===== src/rtl/spi_pkg.sv =====
// Shared types and default sizing for the SPI loopback block.
package spi_pkg;

  localparam int DEF_DATA_W    = 8;
  localparam int DEF_SCLK_HALF = 2;

  typedef enum logic [1:0] {
    IDLE,
    SHIFT,
    DONE
  } master_state_t;

endpackage


===== src/rtl/spi_slave.sv =====
// SPI mode-0 slave: samples mosi on rising-SCLK strobes and publishes a full
// frame when chip select returns high.
module spi_slave
  import spi_pkg::*;
#(
  parameter int DATA_W = DEF_DATA_W
) (
  input  logic              clk,
  input  logic              rst,
  input  logic              sclk_rise,
  input  logic              cs_n,
  input  logic              mosi,
  output logic [DATA_W-1:0] rcvd_p_dat,
  output logic              tx_done
);

  localparam int CNT_W = $clog2(DATA_W + 1);
  localparam logic [CNT_W-1:0] CNT_FULL = CNT_W'(DATA_W);

  logic [DATA_W-1:0] sh_reg;
  logic [CNT_W-1:0]  cnt_reg;
  logic [DATA_W-1:0] rcvd_reg;
  logic              done_reg;

  always_ff @(posedge clk or negedge rst) begin
    if (!rst) begin
      sh_reg   <= '0;
      cnt_reg  <= '0;
      rcvd_reg <= '0;
      done_reg <= 1'b0;
    end else begin
      done_reg <= 1'b0;
      if (cs_n) begin
        // A partial frame is dropped here: only a full count publishes.
        cnt_reg <= '0;
        if (cnt_reg == CNT_FULL) begin
          rcvd_reg <= sh_reg;
          done_reg <= 1'b1;
        end
      end else if (sclk_rise) begin
        sh_reg  <= {sh_reg[DATA_W-2:0], mosi};
        cnt_reg <= cnt_reg + 1'b1;
      end
    end
  end

  assign rcvd_p_dat = rcvd_reg;
  assign tx_done    = done_reg;

endmodule


===== src/rtl/spi_top.sv =====
// SPI loopback: mode-0 master FSM with SCLK divider driving an internal slave.
module spi_top
  import spi_pkg::*;
#(
  parameter int DATA_W    = DEF_DATA_W,
  parameter int SCLK_HALF = DEF_SCLK_HALF
) (
  input  logic              clk,
  input  logic              rst,
  input  logic [DATA_W-1:0] p_dat,
  input  logic              tx_en,
  output logic [DATA_W-1:0] rcvd_p_dat,
  output logic              tx_done
);

  localparam int DIV_W = (SCLK_HALF > 1) ? $clog2(SCLK_HALF) : 1;
  localparam int CNT_W = $clog2(DATA_W + 1);
  localparam logic [DIV_W-1:0] DIV_LAST = DIV_W'(SCLK_HALF - 1);
  localparam logic [CNT_W-1:0] BIT_LAST = CNT_W'(DATA_W - 1);

  master_state_t     state_reg, state_next;
  logic              sclk_reg, sclk_next;
  logic              cs_n_reg, cs_n_next;
  logic              mosi_reg, mosi_next;
  logic [DIV_W-1:0]  div_reg, div_next;
  logic [CNT_W-1:0]  bit_reg, bit_next;
  logic [DATA_W-1:0] sh_reg, sh_next;
  logic              half_tick;
  logic              sclk_rise;

  assign half_tick = (state_reg == SHIFT) && (div_reg == DIV_LAST);
  // Rise strobe is asserted on the very edge sclk goes high, so the slave
  // samples mosi that has been stable since the preceding falling edge.
  assign sclk_rise = half_tick && !sclk_reg;

  always_ff @(posedge clk or negedge rst) begin
    if (!rst) begin
      state_reg <= IDLE;
      sclk_reg  <= 1'b0;
      cs_n_reg  <= 1'b1;
      mosi_reg  <= 1'b0;
      div_reg   <= '0;
      bit_reg   <= '0;
      sh_reg    <= '0;
    end else begin
      state_reg <= state_next;
      sclk_reg  <= sclk_next;
      cs_n_reg  <= cs_n_next;
      mosi_reg  <= mosi_next;
      div_reg   <= div_next;
      bit_reg   <= bit_next;
      sh_reg    <= sh_next;
    end
  end

  always_comb begin
    state_next = state_reg;
    sclk_next  = sclk_reg;
    cs_n_next  = cs_n_reg;
    mosi_next  = mosi_reg;
    div_next   = div_reg;
    bit_next   = bit_reg;
    sh_next    = sh_reg;
    case (state_reg)
      IDLE: begin
        sclk_next = 1'b0;
        cs_n_next = 1'b1;
        if (tx_en) begin
          state_next = SHIFT;
          cs_n_next  = 1'b0;
          mosi_next  = p_dat[DATA_W-1];
          sh_next    = p_dat << 1;
          div_next   = '0;
          bit_next   = '0;
        end
      end
      SHIFT: begin
        if (half_tick) begin
          div_next  = '0;
          sclk_next = !sclk_reg;
          if (sclk_reg) begin
            bit_next = bit_reg + 1'b1;
            if (bit_reg == BIT_LAST) begin
              state_next = DONE;
              sclk_next  = 1'b0;
              cs_n_next  = 1'b1;
              mosi_next  = 1'b0;
            end else begin
              mosi_next = sh_reg[DATA_W-1];
              sh_next   = sh_reg << 1;
            end
          end
        end else begin
          div_next = div_reg + 1'b1;
        end
      end
      DONE: begin
        state_next = IDLE;
      end
      default: begin
        state_next = IDLE;
      end
    endcase
  end

  spi_slave #(
    .DATA_W(DATA_W)
  ) u_slave (
    .clk       (clk),
    .rst       (rst),
    .sclk_rise (sclk_rise),
    .cs_n      (cs_n_reg),
    .mosi      (mosi_reg),
    .rcvd_p_dat(rcvd_p_dat),
    .tx_done   (tx_done)
  );

endmodule


===== config.mk =====
export PLATFORM = sky130hd
export DESIGN_NAME = spi_top
export DESIGN_NICKNAME = d
export VERILOG_FILES = /design/src/rtl/spi_pkg.sv /design/src/rtl/spi_slave.sv /design/src/rtl/spi_top.sv
export SDC_FILE = /design/constraint.sdc
export NUM_CORES = 1
export LEC_CHECK = 0
export BUFFER_PORTS_ARGS = -buffer_cell sky130_fd_sc_hd__buf_2
export CAP_MARGIN = 10
export CORE_MARGIN = 2
export CORE_UTILIZATION = 51
export DETAILED_ROUTE_END_ITERATION = 8
export PLACE_DENSITY = 0.78
export SLEW_MARGIN = 20
export SYNTH_ARGS = -nofsm -noshare
export SYNTH_HDL_FRONTEND = slang
export SYNTH_SLANG_ARGS = --single-unit

===== constraint.sdc =====
create_clock -name clk -period 1.6 [get_ports clk]
set_input_delay 0.32 -clock clk [delete_from_list [all_inputs] [get_ports clk]]
set_output_delay 0.32 -clock clk [all_outputs]
set_load 0.005 [all_outputs]

==> reports/metrics.yaml <==
global_route:
  grt_max_degree: 24
  grt_overflow_total: 0
  grtUsageMet3: 0.0396
  grt_pass1_vias: 1212
  grt_pass1_wl_um: 5640
  grt-busiest-layer: "met2"
  use_met2: 0.309
  grt_antenna_before_repair: 0
  grtUsageMet1: 0.238
  grt_usage: 0.187
clock_tree:
  cts_tree: "built"
  cts_htree_levels: 2
  clk_pin_slew_ns: 0.11
  clockBufferDepth: 2
  clkSinkCount: 38
  cts_made_buffers: 5
  clockRootBuffer: "clkbuf_4"
  clkLatencyLatePin_ns: 0.34
logic_synthesis:
  syn_nets: 150
  synth_top_family_by_area: "multiplexers"
  synthCells: 136
  synth.distinct_cells: 40
  ys_seq_elements: 38
  synthSimpleGateAreaFrac: 0.118
  yosysWarningCount: 0
  syn_avg_cell_area_sq_um: 12.8
  netlist_area_sq_um: 1740
  yosysSeqAreaShare: 0.547
  yosys.area_share.xor_xnor: 0.0101
  synth_adder_area_share: 0.0216
  synth_area_leaders: "dfrtp_1, mux2_2, ha_1"
  synth_area_leader_cell: "dfrtp_1"
  synthMuxAreaShare: 0.193
  synth_compound_area_frac: 0.0654
  synth_top_area_share: 0.532
critical_path:
  worstPathRequired_ns: 1.84
  endpoint: "sh_reg[6]"
  cp_max_fo: 7
  crit_chain: "or3b_4 > a22oi_4 > mux2_2"
  crit_start: "state_reg[1]"
  slowest_delay_ns: 0.46
  r2r_start: "state_reg[1]"
  critPathLaunchType: "flip-flop"
  crit_path_end_kind: "flip-flop"
  crit_type: "reg2reg"
  crit_path_top_delay_cell: "dfrtp_2"
  reg2regPathDepth: 3
  cp.depth: 3
  cp.arrival_ns: 1.86
  r2r_setup_slack_ns: -0.02
  path_delay_family: "flip-flops"
  path_buf_inv: 0
  r2r-end: "sh_reg[6]"
run_status:
  status: "finished with violations"
  failed_checks: "negative setup slack"
timing:
  period_needed_ns: 1.62
  fmax_ghz: 0.616
  rsz0062_at_grt: "true"
  clock_skew_ns: 0.00522
  finalHoldViolations: 0
  fin_tns_setup_ns: -0.102
  worstMarginPinSlew_ns: 0.393
  relSlewSlack: 0.738
  report.final.slew_viol_count: 0
  fin_ws_ns: -0.0234
  post-route-period-util: 1.01
  setup_viol: 5
die:
  die_h_um: 62.4
  pin_count: 20
  rows: 21
  coreArea_sq_um: 3310
  start_util: 0.526
  die_area_sq_um: 3900
  die_w_um: 62.4
pwr:
  switchingPower_mw: 0.996
  comb_power_share: 0.374
  peakVddDrop_mv: 0.742
  internal-power_mw: 2.09
  p_per_area_nw_per_um2: 1460
  p_leak_nw: 1.07
  power.share.clock: 0.171
  switching_share: 0.322
  pwr-share-seq: 0.455
place:
  place_congestion: 0.806
  dp.cells: 210
  hpwl_um: 2320
  io_buffer_count: 19
  dp_slack_ns: -0.0502
route:
  num_vias: 1167
  drcViolationCount: 0
  wl_per_cell_um: 13.9
  drt-total-wl_um: 3090
  drtIter0Drc: 22
  via_per_inst: 5.23
  first_pass_iters: 6
  antenna_left: 0
run:
  cap_violations: 0
final_layout:
  final_util: 0.638
  fin_cells: 223
  drive_gt1_frac: 0.497
  final_nets: 190
  diodes: 0
  syn2layout_area_growth_pct: 21.4
worst_hold_path:
  min_from: "p_dat[7]"
  min_path_type: "in2reg"
[worst min-delay path: cells and delay by family]
family,cells,cell delay (ns)
compound gates,1,0.05
buf+inv,1,0.08
simple gates,1,0.06
[logic make-up (layout without fill, tap and decap cells)]
kind of cell / after synthesis / count (layout)
flip-flops: 38 / 38
AO/OA/AOI/OAI: 15 / 15
buffers and inverters: 15 / 56
AND/OR/NAND/NOR: 33 / 33
multiplexers: 30 / 30
XOR/XNOR: 2 / 2
adder cells (fa/ha/maj): 3 / 3
[cells in the final DEF (no fill, tap or decap), types with 2 or more instances in the layout]
master	synthesis	routed
dfrtp_1	37	35
mux2_2	29	28
buf_2	1	19
buf_4	3	18
inv_1	8	8
nor2_1	7	7
nand3_1	5	5
clkbuf_4	0	5
nand2_1	4	4
o21ai_0	4	4
a21oi_1	3	3
ha_1	3	3
xnor2_1	2	2
nand3b_1	2	2
buf_12	0	2
dfrtp_2	0	2
[repair_timing]
action | CTS | global route
hold buffers | 1 | 0
buffers inserted | 2 | 2
hold endpoints to repair | 14 | 0
gates resized for setup | 2 | 3
pin swaps | 1 | 1
endpoints found under the setup margin | 7 | 16
[routing by layer]
layer,share of wire,up-vias
met4,0.020,0
met2,0.53,15
li1,-,562
met5,0,-
met1,0.42,585
met3,0.030,5
[power by group through the flow]
stage          clock (mW)  combinational [mW]  sequential (mW)
5_1_grt             0.586                1.27             1.45
3_5_place_dp            0                1.10             1.42
4_1_cts             0.538                1.13             1.40
6_report            0.528                1.16             1.41
2_1_floorplan           0               0.786             1.36
3_3_place_gp            0                1.03             1.40
[how the worst min path moves through the flow]
stage / to / slack (ns) / cells past startpoint
after floorplan: bit_reg[0] / 0.02 / 0
after global placement: u_slave.rcvd_p_dat[7] / 0.26 / 1
after detailed placement: u_slave.rcvd_p_dat[7] / 0.26 / 1
after CTS: mosi_reg / 0.19 / 3
after global routing: mosi_reg / 0.17 / 3
final: mosi_reg / 0.19 / 3
[cells in the mapped netlist (all sizes together)]
cell type / count
a21o: 1
a21oi: 3
a22o: 1
a22oi: 1
a311oi: 1
a31o: 1
a31oi: 1
a32oi: 1
and2: 2
and2b: 1
and3: 1
and3b: 1
and4b: 1
buf: 5
clkbuf: 2
dfrtp: 37
dfstp: 1
ha: 3
inv: 8
mux2: 29
mux2i: 1
nand2: 4
nand2b: 1
nand3: 5
nand3b: 2
nand4: 1
nand4b: 2
nor2: 7
nor3b: 1
nor4bb: 1
o211ai: 1
o21ai: 4
or3: 1
or3b: 1
or4: 1
xnor2: 2
[through the flow]
step	total power, mW	area (sq um)	hold slack (ns)
2_1_floorplan	2.14	1750	0.0244
3_3_place_gp	2.43	1990	0.260
3_5_place_dp	2.52	1990	0.261
4_1_cts	3.07	2090	0.186
5_1_grt	3.31	2110	0.173
6_report	3.09	2110	0.190
[final cells by class]
type | instances | area (sq um)
fillers | 273 | 1200
flip-flops and latches | 38 | 955
multi-input cells | 83 | 726
repair buffers | 40 | 280
well taps | 46 | 57.6
clock buffers | 6 | 51.3
inverters | 8 | 30.0
clock inverters | 2 | 12.5
(Power assumes the default switching activity.)
